===== config.mk =====
export PLATFORM = sky130hd
export DESIGN_NAME = hazard_ctrl
export DESIGN_NICKNAME = d
export VERILOG_FILES = /design/src/rtl/hazard_pkg.sv /design/src/rtl/hazard_ctrl_forward_unit.sv /design/src/rtl/hazard_ctrl.sv
export SDC_FILE = /design/constraint.sdc
export NUM_CORES = 1
export LEC_CHECK = 0
export BUFFER_PORTS_ARGS = -buffer_cell sky130_fd_sc_hd__buf_4
export CORE_MARGIN = 8
export CORE_UTILIZATION = 32
export DETAILED_ROUTE_END_ITERATION = 6
export PLACE_DENSITY = 0.66
export SLEW_MARGIN = 20
export SYNTH_ARGS = -nofsm -noshare
export SYNTH_HDL_FRONTEND = slang
export SYNTH_SLANG_ARGS = --single-unit
export TNS_END_PERCENT = 100

===== constraint.sdc =====
create_clock -name clk -period 2.9 [get_ports clk]
set_input_delay 0.145 -clock clk [delete_from_list [all_inputs] [get_ports clk]]
set_output_delay 0.145 -clock clk [all_outputs]
set_load 0.005 [all_outputs]

===== src/rtl/hazard_pkg.sv =====
// Shared types and constants for the pipeline hazard controller.
package hazard_pkg;

  typedef enum logic [1:0] {
    RUN      = 2'd0,
    MEM_WAIT = 2'd1,
    ERROR    = 2'd2
  } state_e;

  localparam logic [1:0] FWD_RF  = 2'b00;
  localparam logic [1:0] FWD_WB  = 2'b01;
  localparam logic [1:0] FWD_MEM = 2'b10;

  // Newest producer wins: MEM shadows WB, and x0 never forwards.
  function automatic logic [1:0] fwd_sel(input logic [4:0] rs, input logic [4:0] rd_m,
                                         input logic [4:0] rd_w, input logic wr_m,
                                         input logic wr_w);
    logic [1:0] sel;
    sel = FWD_RF;
    if (wr_m && (rd_m != 5'd0) && (rd_m == rs)) begin
      sel = FWD_MEM;
    end else if (wr_w && (rd_w != 5'd0) && (rd_w == rs)) begin
      sel = FWD_WB;
    end else begin
      sel = FWD_RF;
    end
    return sel;
  endfunction

endpackage


===== src/rtl/hazard_ctrl_forward_unit.sv =====
// EX-stage operand forwarding compare for both source operands.
module forward_unit
  import hazard_pkg::*;
(
  input  logic [4:0] i_rs1_e,
  input  logic [4:0] i_rs2_e,
  input  logic [4:0] i_rd_m,
  input  logic [4:0] i_rd_w,
  input  logic       i_regwrite_m,
  input  logic       i_regwrite_w,
  output logic [1:0] o_fwd_a,
  output logic [1:0] o_fwd_b
);

  // Operand select for A and B from the MEM/WB destinations.
  always_comb begin
    o_fwd_a = fwd_sel(i_rs1_e, i_rd_m, i_rd_w, i_regwrite_m, i_regwrite_w);
    o_fwd_b = fwd_sel(i_rs2_e, i_rd_m, i_rd_w, i_regwrite_m, i_regwrite_w);
  end

endmodule


===== src/rtl/hazard_ctrl.sv =====
// Pipeline hazard controller: forwarding, load-use stall, branch flush and
// data-memory wait freeze with timeout to a sticky error state.
module hazard_ctrl
  import hazard_pkg::*;
#(
  parameter int WIDTH       = 32,
  parameter int MEM_TIMEOUT = 64
) (
  input  logic             clk,
  input  logic             rst_n,
  input  logic [4:0]       Rs1_D,
  input  logic [4:0]       Rs2_D,
  input  logic [4:0]       Rs1_E,
  input  logic [4:0]       Rs2_E,
  input  logic [4:0]       Rd_E,
  input  logic [4:0]       Rd_M,
  input  logic [4:0]       Rd_W,
  input  logic             MemRead_E,
  input  logic             RegWrite_M,
  input  logic             RegWrite_W,
  input  logic             BranchTaken_E,
  input  logic             MemReq_M,
  input  logic             MemReady_M,
  output logic             Stall_F,
  output logic             Stall_D,
  output logic             Stall_E,
  output logic             Stall_M,
  output logic             Flush_D,
  output logic             Flush_E,
  output logic             Flush_W,
  output logic [1:0]       ForwardA_E,
  output logic [1:0]       ForwardB_E,
  output logic [WIDTH-1:0] StallCnt,
  output logic             MemErr
);

  localparam int CW = $clog2(MEM_TIMEOUT + 1);

  state_e           r_state;
  logic [CW-1:0]    r_wait_cnt;
  logic             r_mem_err;
  logic [WIDTH-1:0] r_stall_cnt;
  logic [CW-1:0]    w_wait_inc;
  logic             w_freeze;
  logic             w_lu;
  logic             w_any_stall;
  logic [1:0]       w_fwd_a;
  logic [1:0]       w_fwd_b;

  forward_unit u_fwd (
    .i_rs1_e      (Rs1_E),
    .i_rs2_e      (Rs2_E),
    .i_rd_m       (Rd_M),
    .i_rd_w       (Rd_W),
    .i_regwrite_m (RegWrite_M),
    .i_regwrite_w (RegWrite_W),
    .o_fwd_a      (w_fwd_a),
    .o_fwd_b      (w_fwd_b)
  );

  assign w_wait_inc  = r_wait_cnt + CW'(1);
  assign w_lu        = MemRead_E && (Rd_E != 5'd0) && ((Rd_E == Rs1_D) || (Rd_E == Rs2_D));
  assign w_any_stall = Stall_F | Stall_D | Stall_E | Stall_M;
  assign StallCnt    = r_stall_cnt;
  assign MemErr      = r_mem_err;

  // Freeze decision from the memory FSM state and this cycle's handshake.
  always_comb begin
    w_freeze = 1'b1;
    case (r_state)
      RUN:      w_freeze = MemReq_M && !MemReady_M;
      MEM_WAIT: w_freeze = !MemReady_M;
      ERROR:    w_freeze = 1'b1;
      default:  w_freeze = 1'b1;
    endcase
  end

  // Stall/flush/forward outputs; reset holds every stage bubbled.
  always_comb begin
    Stall_F    = 1'b0;
    Stall_D    = 1'b0;
    Stall_E    = 1'b0;
    Stall_M    = 1'b0;
    Flush_D    = 1'b1;
    Flush_E    = 1'b1;
    Flush_W    = 1'b1;
    ForwardA_E = FWD_RF;
    ForwardB_E = FWD_RF;
    if (!rst_n) begin
      Flush_W = 1'b1;
    end else if (w_freeze) begin
      Stall_F    = 1'b1;
      Stall_D    = 1'b1;
      Stall_E    = 1'b1;
      Stall_M    = 1'b1;
      Flush_D    = 1'b0;
      Flush_E    = 1'b0;
      ForwardA_E = w_fwd_a;
      ForwardB_E = w_fwd_b;
    end else begin
      Stall_F    = w_lu && !BranchTaken_E;
      Stall_D    = w_lu && !BranchTaken_E;
      Flush_D    = BranchTaken_E;
      Flush_E    = BranchTaken_E || w_lu;
      Flush_W    = 1'b0;
      ForwardA_E = w_fwd_a;
      ForwardB_E = w_fwd_b;
    end
  end

  // Memory wait FSM with timeout into the absorbing error state.
  always_ff @(posedge clk or negedge rst_n) begin
    if (!rst_n) begin
      r_state    <= RUN;
      r_wait_cnt <= '0;
      r_mem_err  <= 1'b0;
    end else begin
      case (r_state)
        RUN: begin
          if (MemReq_M && !MemReady_M) begin
            r_wait_cnt <= CW'(1);
            if (MEM_TIMEOUT <= 1) begin
              r_state   <= ERROR;
              r_mem_err <= 1'b1;
            end else begin
              r_state <= MEM_WAIT;
            end
          end
        end
        MEM_WAIT: begin
          if (MemReady_M) begin
            r_state    <= RUN;
            r_wait_cnt <= '0;
          end else begin
            r_wait_cnt <= w_wait_inc;
            if (w_wait_inc == CW'(MEM_TIMEOUT)) begin
              r_state   <= ERROR;
              r_mem_err <= 1'b1;
            end
          end
        end
        ERROR: begin
          r_mem_err <= 1'b1;
        end
        default: begin
          r_state   <= ERROR;
          r_mem_err <= 1'b1;
        end
      endcase
    end
  end

  // Saturating count of cycles with any stage held.
  always_ff @(posedge clk or negedge rst_n) begin
    if (!rst_n) begin
      r_stall_cnt <= '0;
    end else if (w_any_stall && (r_stall_cnt != {WIDTH{1'b1}})) begin
      r_stall_cnt <= r_stall_cnt + WIDTH'(1);
    end
  end

endmodule


==> reports/qor.txt, run 1 <==
STATUS
-------------------------------------------------------------------------------------------
Result of the run                                                              finished clean

CLOCK NETWORK
-------------------------------------------------------------------------------------------
CTS tree                                                                              built
Clock latency at the later pin of the worst-skew pair                               0.29 ns
Maximum clock insertion buffer count                                                      2
CTS Buf Count                                                                             5
Clock sinks                                                                              42
Number of H-tree levels                                                                   2
Number of setup buffers added after CTS                                                   0
Clock transition at path regs                                                       0.08 ns
Root Buffer Master                                                             sky130_fd_sc_hd__clkbuf_8

SETUP PATH
-------------------------------------------------------------------------------------------
Arrival time of data at the critical path endpoint                                  2.57 ns
Number of buffer and inverter instances along the worst setup path                        1
Crit path kind                                                                      reg2reg
Critical path's largest stage delay                                                 0.61 ns
Master of the slowest instance on the critical path                            sky130_fd_sc_hd__o211ai_4
Maximum fanout encountered on the critical timing path                                   19
Data required time at the worst endpoint                                            3.08 ns
Critical path's top delay family                                               compound AO/OA/AOI/OAI gates
Category of the worst setup path capture point                                         flop
Sequence of cells on the critical path                                         o21ba_2, o21ai_0, inv_1, o211ai_4, mux2_4
Worst setup SP type                                                                    flop

LOGIC SYNTHESIS
-------------------------------------------------------------------------------------------
Avg Cell Area, Syn                                                                 9.45 um2
Leading area contributor after synthesis                                       sky130_fd_sc_hd__dfrtp_1
Post-synth top cells                                                           sky130_fd_sc_hd__dfrtp_1, sky130_fd_sc_hd__xor2_1, sky130_fd_sc_hd__nand2_1
Seq cells post-synth                                                                     42
Primary FF master, synth                                                       sky130_fd_sc_hd__dfrtp_1
Post-synthesis instance area                                                       2590 um2
Gate Count Post-Synth                                                                   274
Most common cell in the synthesized netlist                                    sky130_fd_sc_hd__dfrtp_1
Number of synthesis warnings                                                              0
Number of synthesized flops with an enable pin                                            0
Number of distinct standard cells referenced by the synthesized netlist                  42
Top area cells in the synthesized netlist                                      sky130_fd_sc_hd__dfrtp_1, sky130_fd_sc_hd__xor2_1, sky130_fd_sc_hd__xnor2_1
Share of the synthesized area in the top cell type                                    0.406
Asr flop ratio synth                                                                   1.00
Synthesized net count                                                                   319
Post-synthesis sequential area ratio                                                  0.406

PWR
-------------------------------------------------------------------------------------------
Leakage power figure                                                             0.00161 uW
Total power per unit cell area                                                   449 nW/um2
Worst ir drop on vdd                                                             0.000214 V

STA
-------------------------------------------------------------------------------------------
Final Hold Viols                                                                          0
Total negative setup slack                                                             0 ns
Worst relative slew slack                                                             0.549
Highest clock frequency the design can meet                                         419 MHz
Worst setup skew after layout                                                     0.0101 ns
Hold Worst Slack                                                                   0.187 ns
Unrepaired setup endpoints after global routing                                       false
Transition time at the pin with the least slew margin                              0.669 ns
Final worst slack                                                                  0.515 ns
Total of endpoints with negative setup slack in the final report                          0
Final period demand of the worst path                                               2.38 ns
Count of final max-slew check failures                                                    0
Share of the clock period used by the worst path                                      0.822

PLACED DESIGN
-------------------------------------------------------------------------------------------
Inst Count DP                                                                           460
Detailed Place HPWL                                                                 5620 um
IO Port Bufs                                                                             86
RD Place Congestion                                                                   0.864
DP Worst Slack                                                                     0.555 ns

ROUTE
-------------------------------------------------------------------------------------------
DRC violations left                                                                       0
Wire length reported by the detailed router                                         7090 um
Pre-Repair DR Iteration Count                                                             6
Vias post-DR                                                                           2289
DR vias/cell                                                                           4.88
Post-route antenna net violation count                                                    0
Number of design-rule violations left by the first detailed-router iteration             91
Drt wl/cell                                                                         15.1 um

FINAL LAYOUT
-------------------------------------------------------------------------------------------
Utilization after layout                                                              0.434
Cell Count, Final, Fillers Out                                                          469
Count of inserted antenna diode cells                                                     0
Synth-to-layout area growth                                                           34.4%
# nets final                                                                            408
Fraction of layout cells with a size suffix above 1                                   0.299

GRT
-------------------------------------------------------------------------------------------
Number of antenna violations at the first check in global routing                         0
Maximum number of pins on one net before global-route repair                             28
Wire length of the first global-routing pass                                       11600 um
Tot GR Track Use                                                                      0.126
GRT Residual Overflow                                                                     0
Vias in the first global route                                                         2404

DIE
-------------------------------------------------------------------------------------------
Die footprint                                                                     11200 um2
Floorplan core area                                                                8010 um2
Die Width                                                                            106 um
Rows                                                                                     33
Boundary pin count                                                                       87
Initial core utilization                                                              0.323
Die height                                                                           106 um

WORST HOLD PATH
-------------------------------------------------------------------------------------------
Type of the most critical hold path                                                  in2reg

FLOW RUN
-------------------------------------------------------------------------------------------
Number of violations of the max-capacitance limit                                         0

-- logic make-up (layout without fill, tap and decap cells) --
kind of cell,after synthesis,after routing,share of synthesized area
buffers and inverters,12,102,0.0266
xor gates and xnor gates,61,61,0.206
and+or+nand+nor,125,125,0.259
DFF,42,42,0.406
AOI/OAI and AO/OA,28,28,0.0749
muxes,4,4,0.0174
adders and majority gates,2,2,0.00966
-- flip-flops by register name (all words and copies together) (netlist names) --
signal / cells
r_wait_cnt: 7
r_state: 2
MemErr: 1
StallCnt: 32
-- layout make-up --
| class | count | area (um2) |
|---|---|---|
| inverter | 6 | 22.5 |
| clock buffer | 6 | 82.6 |
| sequential | 42 | 1050 |
| timing repair buffer | 88 | 663 |
| clock inverter | 2 | 60.1 |
| multi-input combinational | 220 | 1470 |
| fill | 802 | 4530 |
| tap | 105 | 131 |
-- repair_timing --
item,CTS,global route
hold buffers,1,0
hold endpoints to repair,17,0
resized for setup,0,0
-- cells in the final DEF (no fill, tap or decap), types with 5 or more instances in the layout --
| cell | Yosys | final |
|---|---|---|
| sky130_fd_sc_hd__buf_4 | 2 | 87 |
| sky130_fd_sc_hd__dfrtp_1 | 42 | 42 |
| sky130_fd_sc_hd__xor2_1 | 35 | 35 |
| sky130_fd_sc_hd__nand2_1 | 29 | 29 |
| sky130_fd_sc_hd__xnor2_1 | 26 | 26 |
| sky130_fd_sc_hd__nand3_1 | 20 | 20 |
| sky130_fd_sc_hd__nor3_1 | 18 | 18 |
| sky130_fd_sc_hd__nor2_1 | 18 | 18 |
| sky130_fd_sc_hd__nand4_1 | 10 | 10 |
| sky130_fd_sc_hd__o21ai_0 | 9 | 9 |
| sky130_fd_sc_hd__nor4_1 | 7 | 7 |
| sky130_fd_sc_hd__inv_1 | 6 | 6 |
| sky130_fd_sc_hd__clkbuf_8 | 0 | 6 |
| sky130_fd_sc_hd__a21oi_1 | 5 | 5 |
-- per-stage QoR --
step	power, uW	instance area [um2]
2_1_floorplan	826	2590
3_3_place_gp	997	3330
3_5_place_dp	1000	3330
4_1_cts	1590	3480
5_1_grt	1630	3480
6_report	1560	3480
-- power by group --
group / internal (uW) / leakage [uW] / switching (uW) / total [uW]
combinational: 165 / 0.000989 / 128 / 293
clock: 367 / 0.0000714 / 208 / 575
sequential: 627 / 0.000555 / 68.5 / 695
total: 1160 / 0.00161 / 404 / 1560
-- path summary, 6_finish.rpt --
check,startpoint,to,slack [ns],cells after the start
min in group asynchronous,rst_n,StallCnt[22]$_DFFE_PN0P_,0.27,2
max,r_state[0]$_DFFE_PN0P_,StallCnt[1]$_DFFE_PN0P_,0.52,5
max reg2reg,r_state[0]$_DFFE_PN0P_,StallCnt[1]$_DFFE_PN0P_,0.52,5
min reg2reg,MemErr$_DFFE_PN0P_,MemErr$_DFFE_PN0P_,0.49,1
min,MemReady_M,r_state[1]$_DFFE_PN0P_,0.19,3
max in group asynchronous,rst_n,StallCnt[9]$_DFFE_PN0P_,1.99,3
-- worst reg2reg max path, cell delays in order (launching register included) --
cell and delay, ns:
sky130_fd_sc_hd__dfrtp_1 0.44, sky130_fd_sc_hd__o21ba_2 0.26, sky130_fd_sc_hd__o21ai_0 0.36, sky130_fd_sc_hd__inv_1 0.25
sky130_fd_sc_hd__o211ai_4 0.61, sky130_fd_sc_hd__mux2_4 0.35
-- layer usage --
| layer | part of all wire | global-route usage | wire [um] |
|---|---|---|---|
| met5 | 0 | 0 | 0 |
| met4 | 0.0078 | 0.0332 | 55 |
| met3 | 0.032 | 0.0272 | 226 |
| met2 | 0.53 | 0.224 | 3750 |
| met1 | 0.43 | 0.150 | 3060 |
No activity file was read; power rests on OpenSTA's default activity.
==> inputs of run 2 (changes only) <==
clock period = 2.2 ns   (was 2.9 ns; I/O delays follow)
==> run 2 against run 1 <==
Against the previous run:
- sequential power is 31% higher
- register-to-register slack worse by 0.28 ns
- critical path depth up 4
- non-clock buffer count is 9 higher
- routed wire length shrank 2.2%
- die area unchanged
- total power is 22% higher
- combinational power up 37%
- via count rose by 1.7%
- flip-flop and latch count did not move
- highest routed layer unchanged
==> reports/qor.txt, run 2 (synthesized netlist as in run 1, its figures left out) <==
DIE
-------------------------------------------------------------------------------------------
Initial core utilization                                                              0.323   unchanged
Die height                                                                           106 um   unchanged
Rows                                                                                     33   unchanged
Boundary pin count                                                                       87   unchanged
Floorplan core area                                                                8010 um2   unchanged
Die footprint                                                                     11200 um2   unchanged
Die Width                                                                            106 um   unchanged

PLACED DESIGN
-------------------------------------------------------------------------------------------
RD Place Congestion                                                                   0.865   +0.10%
IO Port Bufs                                                                             86   unchanged
Inst Count DP                                                                           469   +2.0%
Detailed Place HPWL                                                                 5630 um   +0.22%
DP Worst Slack                                                                     0.214 ns   -0.342 ns

SETUP PATH
-------------------------------------------------------------------------------------------
FF-to-FF Start                                                                 StallCnt[5]$_DFFE_PN0P_
Timing endpoint of the critical path                                           StallCnt[22]$_DFFE_PN0P_
Critical path's top delay family                                               buffers and inverters
Start point of the critical path                                                      rst_n
Worst reg-to-reg setup slack                                                        0.24 ns   -0.28 ns
Critical path's largest stage delay                                                 0.52 ns   -0.09 ns
Cell depth of the worst flop-to-flop path                                                 7   +2
Logic depth of the worst path, buffers included                                           9   +4
Number of buffer and inverter instances along the worst setup path                        3   +2
Critical path's most frequent cell                                             sky130_fd_sc_hd__buf_4
Worst setup SP type                                                               input pin
Maximum fanout encountered on the critical timing path                                   13   -6
Reg2Reg Capture Point                                                          StallCnt[11]$_DFFE_PN0P_
Arrival time of data at the critical path endpoint                                  2.22 ns   -0.35 ns
Master of the slowest instance on the critical path                            sky130_fd_sc_hd__dlygate4sd3_1
Category of the worst setup path capture point                                         flop
Data required time at the worst endpoint                                            2.41 ns   -0.67 ns
Sequence of cells on the critical path                                         dlygate4sd3_1, buf_4, nor2b_1, o2111ai_1, a31oi_1, a21oi_2, buf_4, nor3_1, xor2_1
Crit path kind                                                                       in2reg

PWR
-------------------------------------------------------------------------------------------
Net switching fraction of the power                                                   0.272   +0.0134
Worst ir drop on vdd                                                             0.000355 V   +66%
Total internal power                                                                1390 uW   +20%
Fraction of power consumed by sequential logic                                        0.476   +0.031
Total power per unit cell area                                                   540 nW/um2   +20%
Leakage power figure                                                             0.00165 uW   +2.0%
Clk network pwr share                                                                 0.314   -0.054
Switching component of the power                                                     520 uW   +29%
Comb power frac                                                                       0.210   +0.023

STA
-------------------------------------------------------------------------------------------
Hold Worst Slack                                                                   0.177 ns   -0.00980 ns
Highest clock frequency the design can meet                                         497 MHz
Final period demand of the worst path                                               2.01 ns
Transition time at the pin with the least slew margin                              0.720 ns   +0.0510 ns
Count of final max-slew check failures                                                    0   unchanged
Total negative setup slack                                                             0 ns   unchanged
Final worst slack                                                                  0.189 ns   -0.326 ns
Worst setup skew after layout                                                     0.0142 ns   +0.00404 ns
Share of the clock period used by the worst path                                      0.914
Final Hold Viols                                                                          0   unchanged
Total of endpoints with negative setup slack in the final report                          0   unchanged
Unrepaired setup endpoints after global routing                                       false
Worst relative slew slack                                                             0.515   -0.0343

ROUTE
-------------------------------------------------------------------------------------------
Number of design-rule violations left by the first detailed-router iteration            122   +34%
Vias post-DR                                                                           2328   +1.7%
Wire length reported by the detailed router                                         6930 um   -2.2%
DRC violations left                                                                       0   unchanged
Pre-Repair DR Iteration Count                                                             4   -2
Drt wl/cell                                                                         14.5 um   -4.1%
Post-route antenna net violation count                                                    0   unchanged
DR vias/cell                                                                           4.87   -0.21%

FINAL LAYOUT
-------------------------------------------------------------------------------------------
Count of inserted antenna diode cells                                                     0   unchanged
Most frequent cells in the layout                                              sky130_fd_sc_hd__buf_4, sky130_fd_sc_hd__dfrtp_1, sky130_fd_sc_hd__xor2_1
Number of flip-flops under the largest register name                                     32   unchanged
Most common cell after layout, fill and taps aside                             sky130_fd_sc_hd__buf_4
# nets final                                                                            417   +2.2%
Synth-to-layout area growth                                                           36.7%
Cell Count, Final, Fillers Out                                                          478   +1.9%
Fraction of layout cells with a size suffix above 1                                   0.319   +0.0196

CLOCK NETWORK
-------------------------------------------------------------------------------------------
CTS Buf Count                                                                             5   unchanged
Clock transition at path regs                                                       0.07 ns   about the same
Number of setup buffers added after CTS                                                   0   unchanged
Maximum clock insertion buffer count                                                      2   unchanged
Root Buffer Master                                                             sky130_fd_sc_hd__clkbuf_8
Number of H-tree levels                                                                   2   unchanged
CTS tree                                                                              built
Clock sinks                                                                              42   unchanged
Clock latency at the later pin of the worst-skew pair                               0.29 ns   about the same

FLOW RUN
-------------------------------------------------------------------------------------------
Number of violations of the max-capacitance limit                                         0   unchanged

GRT
-------------------------------------------------------------------------------------------
GRT Residual Overflow                                                                     0   unchanged
Number of antenna violations at the first check in global routing                         0   unchanged
Wire length of the first global-routing pass                                       11600 um   -0.30%
Vias in the first global route                                                         2423   +0.79%
Maximum number of pins on one net before global-route repair                             26   -7.1%
Tot GR Track Use                                                                      0.125   -0.00171

WORST HOLD PATH
-------------------------------------------------------------------------------------------
Hold path startpoint                                                             MemReady_M
Type of the most critical hold path                                                  in2reg

STATUS
-------------------------------------------------------------------------------------------
Result of the run                                                              finished clean

==> run 2: cell types whose count changed in the layout (fill, tap and decap cells not counted), sizes merged <==
cell,change
bufinv,-1
buf,+9
clkinvlp,+1
==> run 2: cell type report <==
type                            instances  area, um2
Timing Repair Buffer                   97        743
Clock buffer                            6       72.6
Inverter                                6       22.5
Tap cell                              105        131
Sequential cell                        42       1050
Multi-Input combinational cell        220       1480
Clock inverter                          2       37.5
Fill cell                             801       4470
==> run 2: power groups by stage <==
stage          clock [uW]  combinational [uW]  sequential (uW)
3_3_place_gp            0                 402              921
3_5_place_dp            0                 408              924
2_1_floorplan           0                 175              914
6_report              601                 402              909
5_1_grt               654                 445              924
4_1_cts               622                 410              909
==> run 2: routing by layer <==
metal  track usage  wire [um]  up-vias
li1              -          -     1163
met1         0.151       2970     1111
met2         0.219       3590       49
met3        0.0302        328        5
met4        0.0241         38        0
met5             0          0        -
==> run 2: what timing repair did <==
action	CTS	global route
endpoints found under the hold margin	42	0
hold buffers	1	0
setup endpoints to repair	0	5
gates resized for setup	0	2
==> run 2: tightest hold or removal path, cell delays in order <==
cell and delay [ns]:
sky130_fd_sc_hd__buf_4 0.09, sky130_fd_sc_hd__inv_1 0.06, sky130_fd_sc_hd__a21o_1 0.16
==> run 2: how the worst min path moves through the flow <==
| stage | depth (start not counted) | to | slack (ns) |
|---|---|---|---|
| after detailed placement | 1 | r_state[0]$_DFFE_PN0P_ | -0.03 |
| after floorplan | 0 | MemErr$_DFFE_PN0P_ | -0.19 |
| after CTS | 3 | r_state[1]$_DFFE_PN0P_ | 0.16 |
| after global placement | 1 | MemErr$_DFFE_PN0P_ | -0.03 |
| after global routing | 3 | r_state[1]$_DFFE_PN0P_ | 0.18 |
| final | 3 | r_state[1]$_DFFE_PN0P_ | 0.18 |
==> run 2: through the flow <==
stage	power, uW	util	area, um2
floorplan	1090	-	2590
global placement	1320	0.425	3410
detailed placement	1330	0.425	3410
CTS	1940	0.440	3530
global route	2020	0.442	3540
finish	1910	0.442	3540
==> inputs of run 3 (changes only) <==
REMOVE_ABC_BUFFERS = 1   (was default)
==> run 3 against run 2 <==
Against the previous run:
- worst setup slack got worse by 0.041 ns
- critical path depth decreased by 2
- design area increased by 0.49%
- sequential share of layout area decreased by 0.15 points
- clock-buffer cell count unchanged
- largest power group unchanged
- clock skew decreased by 0.0089 ns
- critical endpoint is now StallCnt[14]$_DFFE_PN0P_
- combinational power increased by 18%
- total power decreased by 1.7%
- critical path type is now reg2reg
==> reports/qor.txt, run 3 (synthesized netlist as in run 1, its figures left out) <==
SETUP PATH
-------------------------------------------------------------------------------------------
FF-to-FF Start                                                                 StallCnt[15]$_DFFE_PN0P_
Reg2Reg Capture Point                                                          StallCnt[14]$_DFFE_PN0P_
Crit path kind                                                                      reg2reg
Category of the worst setup path capture point                                         flop
Cell depth of the worst flop-to-flop path                                                 7   unchanged
Data required time at the worst endpoint                                            2.38 ns   -0.03 ns
Worst setup SP type                                                                    flop
Worst reg-to-reg setup slack                                                        0.15 ns   -0.09 ns
Maximum fanout encountered on the critical timing path                                   10   -3
Arrival time of data at the critical path endpoint                                  2.23 ns   about the same

FINAL LAYOUT
-------------------------------------------------------------------------------------------
Fraction of layout cells with a size suffix above 1                                   0.327   +0.00814
# nets final                                                                            423   +1.4%
Cell Count, Final, Fillers Out                                                          484   +1.3%
Synth-to-layout area growth                                                           37.4%
Most frequent cells in the layout                                              sky130_fd_sc_hd__buf_4, sky130_fd_sc_hd__dfrtp_1, sky130_fd_sc_hd__xor2_1
Final standard cell area without fillers                                           3560 um2   +0.49%
Fillcell total                                                                          813   +1.5%
Number of flip-flops under the largest register name                                     32   unchanged
Utilization after layout                                                              0.444   +0.00219
Count of inserted antenna diode cells                                                     0   unchanged
Most common cell after layout, fill and taps aside                             sky130_fd_sc_hd__buf_4

ROUTE
-------------------------------------------------------------------------------------------
DR vias/cell                                                                           4.97   +2.0%
Drt wl/cell                                                                         15.1 um   +4.4%
Number of design-rule violations left by the first detailed-router iteration            111   -9.0%
DRC violations left                                                                       0   unchanged
Vias post-DR                                                                           2404   +3.3%
Wire length reported by the detailed router                                         7330 um   +5.7%
Pre-Repair DR Iteration Count                                                             6   +2
Post-route antenna net violation count                                                    0   unchanged

PLACED DESIGN
-------------------------------------------------------------------------------------------
Cell Area, Placed                                                                  3450 um2   +1.3%
Detailed Place HPWL                                                                 5810 um   +3.2%
RD Place Congestion                                                                   0.839   -2.9%
Inst Count DP                                                                           475   +1.3%
IO Port Bufs                                                                             86   unchanged

STA
-------------------------------------------------------------------------------------------
Unrepaired setup endpoints after global routing                                       false
Highest clock frequency the design can meet                                         487 MHz   -2.0%
Transition time at the pin with the least slew margin                              0.710 ns   -0.0103 ns
Worst relative slew slack                                                             0.522   +0.00691
Worst setup skew after layout                                                    0.00529 ns   -0.00888 ns
Total of endpoints with negative setup slack in the final report                          0   unchanged
Final Hold Viols                                                                          0   unchanged
Count of final max-slew check failures                                                    0   unchanged
Final period demand of the worst path                                               2.05 ns   +0.0415 ns
Hold Worst Slack                                                                   0.146 ns   -0.0312 ns
Share of the clock period used by the worst path                                      0.933   +0.0188
Total negative setup slack                                                             0 ns   unchanged

WORST HOLD PATH
-------------------------------------------------------------------------------------------
Type of the most critical hold path                                                  in2reg
Hold path startpoint                                                             MemReady_M
Worst min-delay path endpoint                                                  r_state[1]$_DFFE_PN0P_
Cells on Worst Hold Path                                                                  3   unchanged

DIE
-------------------------------------------------------------------------------------------
Rows                                                                                     33   unchanged
Die footprint                                                                     11200 um2   unchanged
Boundary pin count                                                                       87   unchanged
Die height                                                                           106 um   unchanged
Die Width                                                                            106 um   unchanged
Floorplan core area                                                                8010 um2   unchanged
Initial core utilization                                                              0.323   unchanged

STATUS
-------------------------------------------------------------------------------------------
Result of the run                                                              finished clean

GRT
-------------------------------------------------------------------------------------------
Wire length of the first global-routing pass                                       12100 um   +4.5%
Number of antenna violations at the first check in global routing                         0   unchanged
Vias in the first global route                                                         2517   +3.9%
Tot GR Track Use                                                                      0.130   +0.00500
Maximum number of pins on one net before global-route repair                             38   +46%
GRT Residual Overflow                                                                     0   unchanged

CLOCK NETWORK
-------------------------------------------------------------------------------------------
Number of H-tree levels                                                                   2   unchanged
CTS Buf Count                                                                             5   unchanged
Clock sinks                                                                              42   unchanged
Maximum clock insertion buffer count                                                      2   unchanged
Clock latency at the later pin of the worst-skew pair                               0.30 ns   about the same
Number of setup buffers added after CTS                                                   0   unchanged
Root Buffer Master                                                             sky130_fd_sc_hd__clkbuf_8
CTS tree                                                                              built
Clock transition at path regs                                                       0.08 ns   about the same

PWR
-------------------------------------------------------------------------------------------
Worst ir drop on vdd                                                             0.000276 V   -22%
Total power per unit cell area                                                   528 nW/um2   -2.2%
Leakage power figure                                                             0.00167 uW   +1.6%

FLOW RUN
-------------------------------------------------------------------------------------------
Number of violations of the max-capacitance limit                                         0   unchanged

[run 3: through the flow]
step / power (uW) / worst slack, ns
global route: 1990 / 0.0232
global placement: 1360 / 0.179
finish: 1880 / 0.148
detailed placement: 1370 / 0.160
CTS: 1890 / 0.0539
floorplan: 1080 / 0.298
[run 3: report_power, final]
part	internal (uW)	switching, uW	total (uW)
Clock	252	274	526
Combinational	260	212	473
Sequential	826	53.9	880
[run 3: how the worst max path moves through the flow]
stage                             startpoint                       end  slack [ns]  cells after the start
floorplan            StallCnt[4]$_DFFE_PN0P_   StallCnt[1]$_DFFE_PN0P_        0.30                      5
global placement    StallCnt[15]$_DFFE_PN0P_   StallCnt[8]$_DFFE_PN0P_        0.18                      7
detailed placement  StallCnt[15]$_DFFE_PN0P_  StallCnt[18]$_DFFE_PN0P_        0.16                      7
CTS                   r_state[0]$_DFFE_PN0P_                   Stall_F        0.05                      6
global route        StallCnt[17]$_DFFE_PN0P_  StallCnt[22]$_DFFE_PN0P_        0.02                      7
finish              StallCnt[15]$_DFFE_PN0P_  StallCnt[14]$_DFFE_PN0P_        0.15                      7
[run 3: repair_timing]
item,CTS,global route
hold buffers,1,0
setup endpoints to repair,0,2
hold endpoints to repair,42,0
gates resized for setup,0,1
[run 3: final cells by class]
type	count	area, um2	share of cell area
multi-input combinational	220	1470	0.413
timing repair buffer	103	788	0.222
tap	105	131	0.0369
sequential	42	1050	0.295
inverter	6	22.5	0.00633
clock buffer	6	82.6	0.0232
clock inverter	2	12.5	0.00352
[run 3: layer usage]
layer  GRT usage  wire length [um]  part of all wire  vias up
met5           0                 0                 0        -
met4      0.0312               108             0.015        0
met3      0.0363               311             0.042       13
met2       0.226              3710              0.51       57
met1       0.154              3200              0.44     1159
li1            -                 -                 -     1175
[run 3: critical path: stages (launching register included)]
cell                      delay [ns]
sky130_fd_sc_hd__dfrtp_1        0.41
sky130_fd_sc_hd__nand4_1        0.22
sky130_fd_sc_hd__nor4_1         0.55
sky130_fd_sc_hd__a31oi_1        0.17
sky130_fd_sc_hd__a21oi_2        0.16
sky130_fd_sc_hd__buf_4          0.19
sky130_fd_sc_hd__nor3_1         0.08
sky130_fd_sc_hd__xor2_1         0.14
